`src/rtl/ps2_pkg.sv`:
```
// Shared PS/2 definitions: receive FSM states, frame geometry, the default
// partial-frame timeout and the odd-parity helper.
package ps2_pkg;

  typedef enum logic [1:0] {
    RX_IDLE   = 2'd0,
    RX_DATA   = 2'd1,
    RX_PARITY = 2'd2,
    RX_STOP   = 2'd3
  } ps2_rx_state_e;

  localparam int unsigned PS2_DATA_BITS       = 8;
  localparam int unsigned PS2_FRAME_BITS      = 11;
  // 1 ms at 50 MHz; also sizes the writer's request-to-send timer.
  localparam int unsigned PS2_TIMEOUT_DEFAULT = 50000;

  // PS/2 uses odd parity: data bits plus parity bit hold an odd number of ones.
  function automatic logic ps2_parity_ok(input logic [PS2_DATA_BITS-1:0] data,
                                         input logic par);
    return ^{data, par};
  endfunction

endpackage

```
`src/rtl/ps2_rx_timeout.sv`:
```
// Partial-frame watchdog for ps2_reader. Counts clk cycles while i_run is
// high, clears on i_clr (every PS/2 clock strobe) or when not running.
// o_full marks the LIMIT-th consecutive cycle without a strobe.
// Only instantiated when PS2_READER_TIMEOUT_EN is defined.
module ps2_rx_timeout
  import ps2_pkg::*;
#(
  parameter int unsigned LIMIT = PS2_TIMEOUT_DEFAULT
) (
  input  logic clk,
  input  logic rst_n,
  input  logic i_run,
  input  logic i_clr,
  output logic o_full
);

  localparam int unsigned    CW   = (LIMIT > 2) ? $clog2(LIMIT) : 1;
  localparam logic [CW-1:0]  LAST = CW'(LIMIT - 1);

  logic [CW-1:0] r_cnt;

  // Up-counter of strobe-free busy cycles, saturating at LAST.
  always_ff @(posedge clk or negedge rst_n) begin
    if (!rst_n) begin
      r_cnt <= '0;
    end else if (i_clr || !i_run) begin
      r_cnt <= '0;
    end else if (r_cnt != LAST) begin
      r_cnt <= r_cnt + CW'(1);
    end else begin
      r_cnt <= r_cnt;
    end
  end

  assign o_full = i_run && (r_cnt == LAST);

endmodule

```
`src/rtl/ps2_reader.sv`:
```
// PS/2 device-to-host frame receiver (start, 8 data LSB first, odd parity,
// stop). Each completed frame yields exactly one registered one-cycle pulse:
// rx_valid, rx_err_parity or rx_err_frame. rx_en low aborts a frame silently.
// Optional macro PS2_READER_TIMEOUT_EN adds a partial-frame timeout of
// TIMEOUT_CYCLES strobe-free cycles that ends in an rx_err_frame pulse.
module ps2_reader
  import ps2_pkg::*;
#(
  parameter int unsigned TIMEOUT_CYCLES = PS2_TIMEOUT_DEFAULT
) (
  input  logic       clk,
  input  logic       rst,
  input  logic       rx_en,
  input  logic       ps2d,
  input  logic       ps2c_neg,
  output logic [7:0] rx_data,
  output logic       rx_valid,
  output logic       rx_err_parity,
  output logic       rx_err_frame,
  output logic       rx_busy
);

  if (TIMEOUT_CYCLES < 2) begin : g_bad_timeout
    $error("ps2_reader: TIMEOUT_CYCLES must be at least 2");
  end

  ps2_rx_state_e r_state;
  ps2_rx_state_e w_state_next;
  logic [2:0]    r_bit_cnt;
  logic [7:0]    r_shift;
  logic          r_par_bit;
  logic [7:0]    r_data;
  logic          r_valid;
  logic          r_err_parity;
  logic          r_err_frame;
  logic          r_busy;

  logic w_tmo;
  logic w_abort;
  logic w_start;
  logic w_cnt_clr;
  logic w_shift_en;
  logic w_par_en;
  logic w_valid;
  logic w_err_parity;
  logic w_err_frame;

`ifdef PS2_READER_TIMEOUT_EN
  ps2_rx_timeout #(
    .LIMIT (TIMEOUT_CYCLES)
  ) u_timeout (
    .clk    (clk),
    .rst_n  (rst),
    .i_run  (r_state != RX_IDLE),
    .i_clr  (ps2c_neg),
    .o_full (w_tmo)
  );
`else
  assign w_tmo = 1'b0;
`endif

  // rx_en low steals the bus from any in-progress frame; it also gates start.
  assign w_abort = (r_state != RX_IDLE) && !rx_en;
  assign w_start = ps2c_neg && rx_en && !ps2d;

  // State register.
  always_ff @(posedge clk or negedge rst) begin
    if (!rst) begin
      r_state <= RX_IDLE;
    end else begin
      r_state <= w_state_next;
    end
  end

  // Next-state logic; a strobe always wins over a same-cycle timeout.
  always_comb begin
    w_state_next = r_state;
    if (w_abort) begin
      w_state_next = RX_IDLE;
    end else begin
      case (r_state)
        RX_IDLE: begin
          if (w_start) w_state_next = RX_DATA;
          else         w_state_next = RX_IDLE;
        end
        RX_DATA: begin
          if (ps2c_neg) begin
            if (r_bit_cnt == 3'(PS2_DATA_BITS - 1)) w_state_next = RX_PARITY;
            else                                    w_state_next = RX_DATA;
          end else if (w_tmo) begin
            w_state_next = RX_IDLE;
          end else begin
            w_state_next = RX_DATA;
          end
        end
        RX_PARITY: begin
          if (ps2c_neg)   w_state_next = RX_STOP;
          else if (w_tmo) w_state_next = RX_IDLE;
          else            w_state_next = RX_PARITY;
        end
        RX_STOP: begin
          if (ps2c_neg || w_tmo) w_state_next = RX_IDLE;
          else                   w_state_next = RX_STOP;
        end
        default: w_state_next = RX_IDLE;
      endcase
    end
  end

  // Output/control decode: datapath enables and the next result pulse.
  always_comb begin
    w_cnt_clr    = 1'b0;
    w_shift_en   = 1'b0;
    w_par_en     = 1'b0;
    w_valid      = 1'b0;
    w_err_parity = 1'b0;
    w_err_frame  = 1'b0;
    if (w_abort) begin
      w_cnt_clr = 1'b0;
    end else begin
      case (r_state)
        RX_IDLE: begin
          w_cnt_clr = w_start;
        end
        RX_DATA: begin
          if (ps2c_neg) w_shift_en  = 1'b1;
          else          w_err_frame = w_tmo;
        end
        RX_PARITY: begin
          if (ps2c_neg) w_par_en    = 1'b1;
          else          w_err_frame = w_tmo;
        end
        RX_STOP: begin
          if (ps2c_neg) begin
            if (!ps2d)                              w_err_frame  = 1'b1;
            else if (!ps2_parity_ok(r_shift, r_par_bit)) w_err_parity = 1'b1;
            else                                    w_valid      = 1'b1;
          end else begin
            w_err_frame = w_tmo;
          end
        end
        default: w_cnt_clr = 1'b0;
      endcase
    end
  end

  // Receive datapath: LSB-first shift register, bit counter, parity latch.
  always_ff @(posedge clk or negedge rst) begin
    if (!rst) begin
      r_bit_cnt <= 3'd0;
      r_shift   <= 8'h00;
      r_par_bit <= 1'b0;
    end else begin
      if (w_cnt_clr) begin
        r_bit_cnt <= 3'd0;
      end else if (w_shift_en) begin
        r_shift   <= {ps2d, r_shift[7:1]};
        r_bit_cnt <= r_bit_cnt + 3'd1;
      end else begin
        r_bit_cnt <= r_bit_cnt;
      end
      if (w_par_en) r_par_bit <= ps2d;
      else          r_par_bit <= r_par_bit;
    end
  end

  // Registered outputs; rx_data only moves on a good frame.
  always_ff @(posedge clk or negedge rst) begin
    if (!rst) begin
      r_data       <= 8'h00;
      r_valid      <= 1'b0;
      r_err_parity <= 1'b0;
      r_err_frame  <= 1'b0;
      r_busy       <= 1'b0;
    end else begin
      r_valid      <= w_valid;
      r_err_parity <= w_err_parity;
      r_err_frame  <= w_err_frame;
      r_busy       <= (w_state_next != RX_IDLE);
      if (w_valid) r_data <= r_shift;
      else         r_data <= r_data;
    end
  end

  assign rx_data       = r_data;
  assign rx_valid      = r_valid;
  assign rx_err_parity = r_err_parity;
  assign rx_err_frame  = r_err_frame;
  assign rx_busy       = r_busy;

endmodule
```
`config.mk`:
```
export PLATFORM = sky130hd
export DESIGN_NAME = ps2_reader
export DESIGN_NICKNAME = d
export VERILOG_FILES = /design/src/rtl/ps2_pkg.sv /design/src/rtl/ps2_rx_timeout.sv /design/src/rtl/ps2_reader.sv
export SDC_FILE = /design/constraint.sdc
export NUM_CORES = 1
export LEC_CHECK = 0
export CELL_PAD_IN_SITES_DETAIL_PLACEMENT = 0
export CELL_PAD_IN_SITES_GLOBAL_PLACEMENT = 1
export CORE_UTILIZATION = 40
export DETAILED_ROUTE_END_ITERATION = 10
export GPL_TIMING_DRIVEN = 1
export PLACE_DENSITY = 0.77
export SYNTH_ARGS = -nofsm -noshare
export SYNTH_HDL_FRONTEND = slang
export SYNTH_SLANG_ARGS = --single-unit
```
`constraint.sdc`:
```
create_clock -name clk -period 5.8 [get_ports clk]
set_clock_uncertainty 0.15 [all_clocks]
set_input_delay 1.74 -clock clk [delete_from_list [all_inputs] [get_ports clk]]
set_output_delay 1.74 -clock clk [all_outputs]
set_load 0.05 [all_outputs]
```
==> results.md <==
* Status: finished clean
* Max clock buf depth at 2
* Critical Path, Cell by Cell: clkdlybuf4s50_1
* Avg WL per Cell at 12.1 um
* Max Slew Vio Count at 0
* Reg-to-reg setup timing slack at 3.66 ns
* RSZ-0062 raised after global routing: false
* Share of post-route cells with drive strength above 1 at 17.9%
* Post-route cell area at 1330 um2
* Type of the most critical hold path: reg -> reg
* Initial Util at 43.6%
* Die Wd at 54.9 um
* Min Tclk post-route at 3.40 ns
* HPWL after DPL at 1.18 mm
* CP max FO at 3
* Core Region at 2570 um2
* Critical path endpoint: rx_data[7]
* DRC errors left at 0
* Seq cells post-synth at 26
* VDD IR max at 0.183 mV
* Most frequent cells in the layout: dfrtp_1, clkdlybuf4s50_1, mux2_2, o21ai_0, nand2_1
* Crit path max-delay cell type: clkdlybuf4s50_1
* Critical path endpoint category: output port
* PwrDens at 262 nW/um2
* Syn avg cell area at 12.6 um2
* DRT Pass-1 Iters at 4
* Final Util at 51.9%
* Endpoints failing hold at 0
* Post-cts resize count at 0
* Syn Inst Count at 89
* Relative slew slack at 24.1%
* Hold WS at 0.365 ns
* Row Count at 18
* Final GP Congestion at 0.775
* WP buf/inv at 1
* Syn Std Cell Area at 1120 um2
* Largest net degree at the start of global routing at 27
* Clk Tree Root Cell: clkbuf_4
* Number of H-tree levels at 1
* Worst Max-Slew Pin Slew at 1.13 ns
* Worst setup path startpoint: rx_data[7]
* Sequential area share after synthesis at 58.2%
* Stages on worst setup path at 1
* I/O pin count at 17
* Total clock sinks at 26
* Commonest non-fill, non-tap cell in the layout: dfrtp_1
* Die Ht at 54.9 um
* Gr usage total at 13.0%
* Library cells used by synthesis at 19
* Post-Syn Nets at 96
* Crit path required time at 3.91 ns
* Post-CTS Setup Inserts at 0
* Worst-path clk slew at 0.13 ns
* First-pass GRT wire length at 2.68 mm
* R2r startpoint: r_shift[6]
* P&R area growth vs syn at 19.0%
* Final Setup Violations at 0
* Critical Path Max Stage Delay at 0.81 ns
* DRT iter0 DRCs at 10
* Leakage at 0.603 nW
* Vias per inst at 5.02
* Vias at 683
* Fmax at 294 MHz
* Grt total ovfl at 0
* Hold_buf cts at 0
* CP Class: reg -> out
* Top delay family on crit path: buffers and inverters
* Full die area at 3010 um2
* CTS tree: built
* Vias in the first global route at 606
* CP startpoint kind: flop
* Post-route ant nets at 0
* Max Cap Viol at 0
* Dpl ws at 2.07 ns
* DP Area at 1310 um2
* Fin Setup TNS at 0 ns
* Worst Path Arrival at 1.51 ns
* Cts bufs inserted at 3
* RR Endpoint: rx_data[5]
* Final wirelength at 1.64 mm
* IO buf count at 16
* Final Worst Setup Slack at 2.40 ns
* Nets at 115
* Final period util at 58.6%
* Worst-Skew Late Latency at 0.31 ns
* Worst Reg-to-Reg Cells at 5
* Antenna violations before repair at 0
* Warnings from Yosys at 0
* N_diodes at 0
==> power by group <==
| group | internal (W) | switching [W] |
|---|---|---|
| clock | 0.0000243 | 0.0000482 |
| sequential | 0.000192 | 0.0000118 |
| combinational | 0.0000372 | 0.0000352 |
| total | 0.000254 | 0.0000951 |
==> through the flow <==
step | power [W] | std cells
final | 0.000349 | 136
after global routing | 0.000369 | 136
after CTS | 0.000355 | 136
after detailed placement | 0.000281 | 133
after global placement | 0.000280 | 133
after floorplan | 0.000265 | 89
==> worst reg2reg max path: stages, from the launching register on <==
cell,delay (ns)
dfrtp_1,0.44
xnor2_1,0.21
xnor2_1,0.14
xnor2_2,0.29
mux2i_4,0.42
mux2_2,0.38
==> synth_stat cells (all sizes together) <==
master	n	area share, %
nor3b	1	0.67
dfrtp	26	58
or2	1	0.56
inv	2	0.67
a21oi	3	1.3
o21ai	9	4.0
ha	2	2.2
mux2	13	13
mux2i	1	2.0
clkbuf	2	0.67
a32o	2	1.8
a21boi	1	0.67
nor2b	2	1.1
nor2	5	1.7
nand4	1	0.56
nand2	9	3.0
nand4b	1	0.78
xnor2	8	6.9
==> layout make-up <==
type                    count  area [um2]
inverters                   2        7.51
flip-flops and latches     26         651
fillers                   233        1240
well taps                  30        37.5
clock buffers               3        22.5
multi-input cells          59         453
repair buffers             16         160
==> sequential cells by signal, summed over array words and instances (netlist names) <==
name           flops
rx_busy            1
rx_data            8
r_par_bit          1
rx_err_parity      1
r_state            2
rx_err_frame       1
r_shift            8
r_bit_cnt          3
rx_valid           1
==> how the worst min path moves through the flow <==
stage | from | to | slack [ns] | cells past startpoint
2_1_floorplan | r_bit_cnt[0] | r_bit_cnt[0] | 0.32 | 1
3_3_place_gp | r_bit_cnt[2] | r_bit_cnt[2] | 0.33 | 1
3_5_place_dp | r_bit_cnt[0] | r_bit_cnt[0] | 0.35 | 1
4_1_cts | r_bit_cnt[0] | r_bit_cnt[0] | 0.37 | 1
5_1_grt | rx_data[4] | rx_data[4] | 0.40 | 1
6_report | r_bit_cnt[0] | r_bit_cnt[0] | 0.37 | 1
==> logic make-up (layout without fill, tap and decap cells) <==
| group | count (synthesis) | count (layout) | synth area share, % |
|---|---|---|---|
| AOI/OAI and AO/OA | 15 | 15 | 7.83 |
| xor gates and xnor gates | 8 | 8 | 6.94 |
| adders and majority gates | 2 | 2 | 2.24 |
| buffers and inverters | 4 | 21 | 1.34 |
| DFF | 26 | 26 | 58.2 |
| muxes | 14 | 14 | 15.1 |
| and+or+nand+nor | 20 | 20 | 8.39 |
==> layer usage <==
layer | global-route usage, % | wire [um]
met5 | 0 | 0
met4 | 2.56 | 13
met3 | 5.00 | 91
met2 | 19.9 | 730
met1 | 17.3 | 808
Note: power is estimated with default switching activity, not from simulation.
